File: src/rtl/pop_arb_pkg.sv
// Shared types and constants for the two-lane pop arbiter.
// Imported by rr_pick2 and pop_arbiter2.
package pop_arb_pkg;

    typedef enum logic {
        RR_L0 = 1'b0,
        RR_L1 = 1'b1
    } rr_state_t;

    localparam int DW_DEF = 8;
    localparam int CW_DEF = 8;

    localparam logic LANE0 = 1'b0;
    localparam logic LANE1 = 1'b1;

endpackage

File: src/rtl/pop_arbiter2_pick.sv
// Combinational round-robin pick between two FIFO lanes.
// An empty lane is never chosen; a lone non-empty lane always wins.
module rr_pick2
    import pop_arb_pkg::*;
(
    input  logic      empty0,
    input  logic      empty1,
    input  logic      go,
    input  rr_state_t rr,
    output logic      read0,
    output logic      read1,
    output logic      lane
);

    logic fav0;
    logic fav1;

    // Lane choice: favoured lane wins a tie, otherwise the lone ready lane.
    always_comb begin
        fav0  = (rr == RR_L0);
        fav1  = (rr == RR_L1);
        read0 = go & ~empty0 & (empty1 | fav0);
        read1 = go & ~empty1 & (empty0 | fav1);
        lane  = read1 ? LANE1 : LANE0;
    end

endmodule

File: src/rtl/pop_arbiter2.sv
// Round-robin drain of two FIFO lanes into one registered push stream.
// Pops are combinational; data lands two cycles after the pop.
module pop_arbiter2
    import pop_arb_pkg::*;
#(
    parameter int DW = DW_DEF,
    parameter int CW = CW_DEF
) (
    input  logic          clk,
    input  logic          reset,
    input  logic          enable,
    input  logic          empty0,
    input  logic          empty1,
    input  logic [DW-1:0] out0,
    input  logic [DW-1:0] out1,
    input  logic          af_dest,
    output logic          read0,
    output logic          read1,
    output logic [DW-1:0] data_out,
    output logic          push,
    output logic          lane_out,
    output logic [CW-1:0] cnt0,
    output logic [CW-1:0] cnt1,
    output logic          idle
);

    rr_state_t     rr_q, rr_d;
    logic          v1_q, v1_d;
    logic          l1_q, l1_d;
    logic [DW-1:0] data_q, data_d;
    logic          push_q, push_d;
    logic          lane_q, lane_d;
    logic [CW-1:0] cnt0_q, cnt0_d;
    logic [CW-1:0] cnt1_q, cnt1_d;

    logic go;
    logic pick_lane;

    // Reset gates go so no pop can leak out while reset is held.
    assign go = enable & ~af_dest & reset;

    rr_pick2 u_pick (
        .empty0 (empty0),
        .empty1 (empty1),
        .go     (go),
        .rr     (rr_q),
        .read0  (read0),
        .read1  (read1),
        .lane   (pick_lane)
    );

    // Round-robin pointer: move to the other lane after every pop.
    always_comb begin
        rr_d = rr_q;
        unique case (1'b1)
            read0:   rr_d = RR_L1;
            read1:   rr_d = RR_L0;
            default: rr_d = rr_q;
        endcase
    end

    // Stage 1/2 next state and pop counters.
    always_comb begin
        v1_d   = read0 | read1;
        l1_d   = pick_lane;
        push_d = v1_q;
        data_d = data_q;
        lane_d = lane_q;
        if (v1_q) begin
            data_d = l1_q ? out1 : out0;
            lane_d = l1_q;
        end
        cnt0_d = cnt0_q + {{(CW-1){1'b0}}, read0};
        cnt1_d = cnt1_q + {{(CW-1){1'b0}}, read1};
    end

    // State registers; reset drops anything in flight.
    always_ff @(posedge clk or negedge reset) begin
        if (!reset) begin
            rr_q   <= RR_L0;
            v1_q   <= 1'b0;
            l1_q   <= LANE0;
            data_q <= '0;
            push_q <= 1'b0;
            lane_q <= LANE0;
            cnt0_q <= '0;
            cnt1_q <= '0;
        end else begin
            rr_q   <= rr_d;
            v1_q   <= v1_d;
            l1_q   <= l1_d;
            data_q <= data_d;
            push_q <= push_d;
            lane_q <= lane_d;
            cnt0_q <= cnt0_d;
            cnt1_q <= cnt1_d;
        end
    end

    assign data_out = data_q;
    assign push     = push_q;
    assign lane_out = lane_q;
    assign cnt0     = cnt0_q;
    assign cnt1     = cnt1_q;
    assign idle     = ~read0 & ~read1 & ~v1_q & ~push_q;

endmodule

File: config.mk
export PLATFORM = sky130hd
export DESIGN_NAME = pop_arbiter2
export DESIGN_NICKNAME = d
export VERILOG_FILES = /design/src/rtl/pop_arb_pkg.sv /design/src/rtl/pop_arbiter2_pick.sv /design/src/rtl/pop_arbiter2.sv
export SDC_FILE = /design/constraint.sdc
export NUM_CORES = 1
export LEC_CHECK = 0
export BUFFER_PORTS_ARGS = -buffer_cell sky130_fd_sc_hd__buf_2
export CAP_MARGIN = 20
export CORE_UTILIZATION = 42
export CTS_CLUSTER_SIZE = 28
export DETAILED_ROUTE_END_ITERATION = 8
export PLACE_DENSITY = 0.79
export SLEW_MARGIN = 5
export SYNTH_ARGS = -nofsm -noshare
export SYNTH_HDL_FRONTEND = slang
export SYNTH_HIERARCHICAL = 1
export SYNTH_SLANG_ARGS = --single-unit
File: constraint.sdc
create_clock -name clk -period 1.55 [get_ports clk]
set_clock_uncertainty 0.15 [all_clocks]
set_input_delay 0.0775 -clock clk [delete_from_list [all_inputs] [get_ports clk]]
set_output_delay 0.0775 -clock clk [all_outputs]
set_load 0.005 [all_outputs]
==> metrics.yaml <==
cts:
  clockBufferDepth: 2
  cts-root-buf: "clkbuf_4"
  htree_levels: 2
  numCtsBuffers: 5
  clock_latency_ns: 0.33
  cts_tree: "done"
  path_clk_slew_ns: 0.09
  cts.sinks: 29
yosys:
  synth_nets: 125
  ys_ff_latch: 29
  netlist_instances: 99
  synth.most_common_cell: "dfrtp_1"
  synthDistinctLibCells: 19
  synth_commonest_cells: "dfrtp_1 (29), nor2_1 (13), a21oi_1 (8), mux2i_1 (8), xnor2_1 (8)"
  synth_edf_count: 0
  synth_async_sr_flop_share_pct: 100
  synthFlopType: "dfrtp_1"
  avgSynthCellArea_um2: 12.3
  yosysTopAreaCell: "dfrtp_1"
  syn_area_um2: 1210
  synth.top_cell.area_share_pct: 59.8
  yosysSeqAreaShare_pct: 59.8
  synth_warnings: 6
  synth.top_cells.by_area: "dfrtp_1 (60%), mux2i_1 (6.6%), xnor2_1 (5.8%), ha_1 (4.1%), nor2_1 (4.0%)"
sta:
  hold_viol: 0
  maxSlewViolCount: 0
  min_period_over_period_pct: 115
  tightest_slew_ns: 0.481
  fin_ws_ns: -0.235
  fmax_ghz: 0.560
  setup_viol: 14
  hold_ws_ns: 0.0979
  slew_headroom_pct: 67.9
  rsz0062_at_grt: "true"
  min_period_ns: 1.79
worst_setup_path:
  endpoint_kind: "output pin"
  cp.arrival_ns: 1.56
  start_kind: "flop"
  crit_chain: "nor2b_4 > nor3b_4 > buf_4 > or2_4 > nor3_4 > buf_2"
  slowest_delay_ns: 0.39
  r2r-start: "rr_q$_DFFE_PN0P_"
  critPathMaxFanout: 3
  worstPathRequired_ns: 1.32
  path_delay_family: "simple AND/OR/NAND/NOR gates"
  critPathKind: "flop to output pin"
  crit_slowest_cell: "dfrtp_1"
  cp-startpoint: "rr_q$_DFFE_PN0P_"
  worst-path-buf-inv: 2
cells_and_area:
  num_antenna_cells: 0
  drive_gt1_share_pct: 48.1
  nets: 206
  area_growth_syn_to_layout_pct: 59.9
  layoutNonFillerInstCount: 212
  nFillCells: 209
  post-route-util_pct: 70.4
power_and_ir_drop:
  ir_worst_vdd_v: 0.000882
  p_leak_uw: 0.000977
  powerDensity_nw_per_um2: 1040
run_status:
  violations: "setup timing"
  status: "finished with violations"
die:
  design.core.area_um2: 2760
  die_area_um2: 3110
  io_pins: 51
  rows: 19
  die_h_um: 55.8
  chipWidth_um: 55.8
  start_util_pct: 44.0
place:
  portBuffers: 50
  gp_congestion: 0.697
  dp_hpwl_mm: 1.84
  dp.cells: 182
drt:
  dr.pass1.iters: 4
  viasPerCell: 4.84
  ant_nets: 0
  route.vias.total: 1026
  drc: 0
  wire_per_inst_um: 13.8
  drt_wl_total_mm: 2.94
  drt-initial-drc-count: 29
grt:
  grt-ovfl-total: 0
  grt_start_max_net_pins: 30
  grt_first_pass_wirelength_mm: 4.50
  antenna_found_initial: 0
  first_global_vias: 1026
  track_usage_pct: 19.8
flow_run:
  max-cap-violations: 0
worst_hold_path:
  min_path_type: "input pin to flop"
  min_from: "empty1"
==> metal layers <==
| layer | up-vias | global-route usage, % | share of wire [%] |
|---|---|---|---|
| met5 | - | 0 | 0 |
| met4 | 0 | 9.64 | 1.9 |
| met3 | 7 | 5.12 | 5.4 |
| met2 | 37 | 35.8 | 55 |
| met1 | 484 | 21.3 | 38 |
| li1 | 498 | - | - |
==> timing repair <==
item	4_1_cts	5_1_grt
gates resized for setup	15	5
hold buffers	18	0
setup endpoints to repair	12	17
buffers inserted	3	2
pin swaps	11	5
hold endpoints to repair	38	0
==> cell type report <==
cell class / instances / area, um^2 / share of cell area, %
Clock buffer: 7 / 65.1 / 3.35
Clock inverter: 1 / 5.00 / 0.258
Multi-Input combinational cell: 66 / 588 / 30.3
Sequential cell: 29 / 726 / 37.4
Tap cell: 31 / 38.8 / 2.00
Timing Repair Buffer: 78 / 518 / 26.7
==> cell usage in the layout, fill, tap and decap left out, types with 2 or more instances in the layout <==
cell type      instances
and3_1                 3
xnor2_1                7
a21oi_1                8
nor2_1                12
nand3_1                3
nand2_1                3
ha_4                   3
mux2i_1                8
nand3_2                3
xor2_1                 3
dlygate4sd3_1         17
buf_4                  9
clkbuf_4               5
buf_6                  2
buf_2                 49
clkbuf_8               2
dfrtp_1               29
nand3_4                2
==> kinds of logic (layout without fill, tap and decap cells) <==
kind of cell	after synthesis	in the layout	synth area share, %
simple gates	33	33	14.5
xor+xnor	12	12	8.66
flops	29	29	59.8
fa+ha+maj	4	4	4.12
mux	9	9	7.53
buf+inv	4	86	2.06
compound gates	8	8	3.30
==> through the flow <==
| step | instance area, um^2 | power [uW] | setup slack (ns) | TNS (ns) |
|---|---|---|---|---|
| after floorplan | 1240 | 1180 | -0.0624 | -0.170 |
| after global placement | 1550 | 1390 | -0.0283 | -0.0880 |
| after detailed placement | 1550 | 1410 | -0.0992 | -0.635 |
| after CTS | 1900 | 2020 | -0.280 | -1.09 |
| after global routing | 1940 | 2130 | -0.299 | -2.46 |
| final | 1940 | 2020 | -0.235 | -1.44 |
==> power breakdown <==
group          leakage (uW)  total [uW]  switching (uW)  internal, uW
clock network     0.0000413         524             261           262
registers          0.000366        1070             167           902
logic              0.000569         431             181           249
total              0.000977        2020             609          1410
==> final timing paths <==
path                                     end  slack [ns]  cells past startpoint
max                                     idle       -0.24                      6
min                           l1_q$_DFF_PN0_         0.1                      3
max reg2reg                cnt0[4]$_DFF_PN0_       -0.19                      7
min reg2reg                cnt1[7]$_DFF_PN0_        0.31                      1
max in group asynchronous  cnt0[4]$_DFF_PN0_        0.78                      3
min in group asynchronous  cnt0[6]$_DFF_PN0_        0.20                      3
==> worst reg2reg max path, stage by stage (launching register included) <==
cell     delay, ns
dfrtp_1       0.41
nor2b_4       0.14
nor3b_4       0.18
buf_4         0.15
ha_4          0.15
ha_4          0.17
nand3_4       0.09
xnor2_2       0.16
==> state kept, by name (all words and copies together), names as in the netlist <==
| name | count |
|---|---|
| cnt0 | 8 |
| cnt1 | 8 |
| rr_q | 1 |
| push | 1 |
| lane_out | 1 |
| l1_q | 1 |
| data_out | 8 |
| push_d | 1 |
Power figures use the tool's default switching activity.
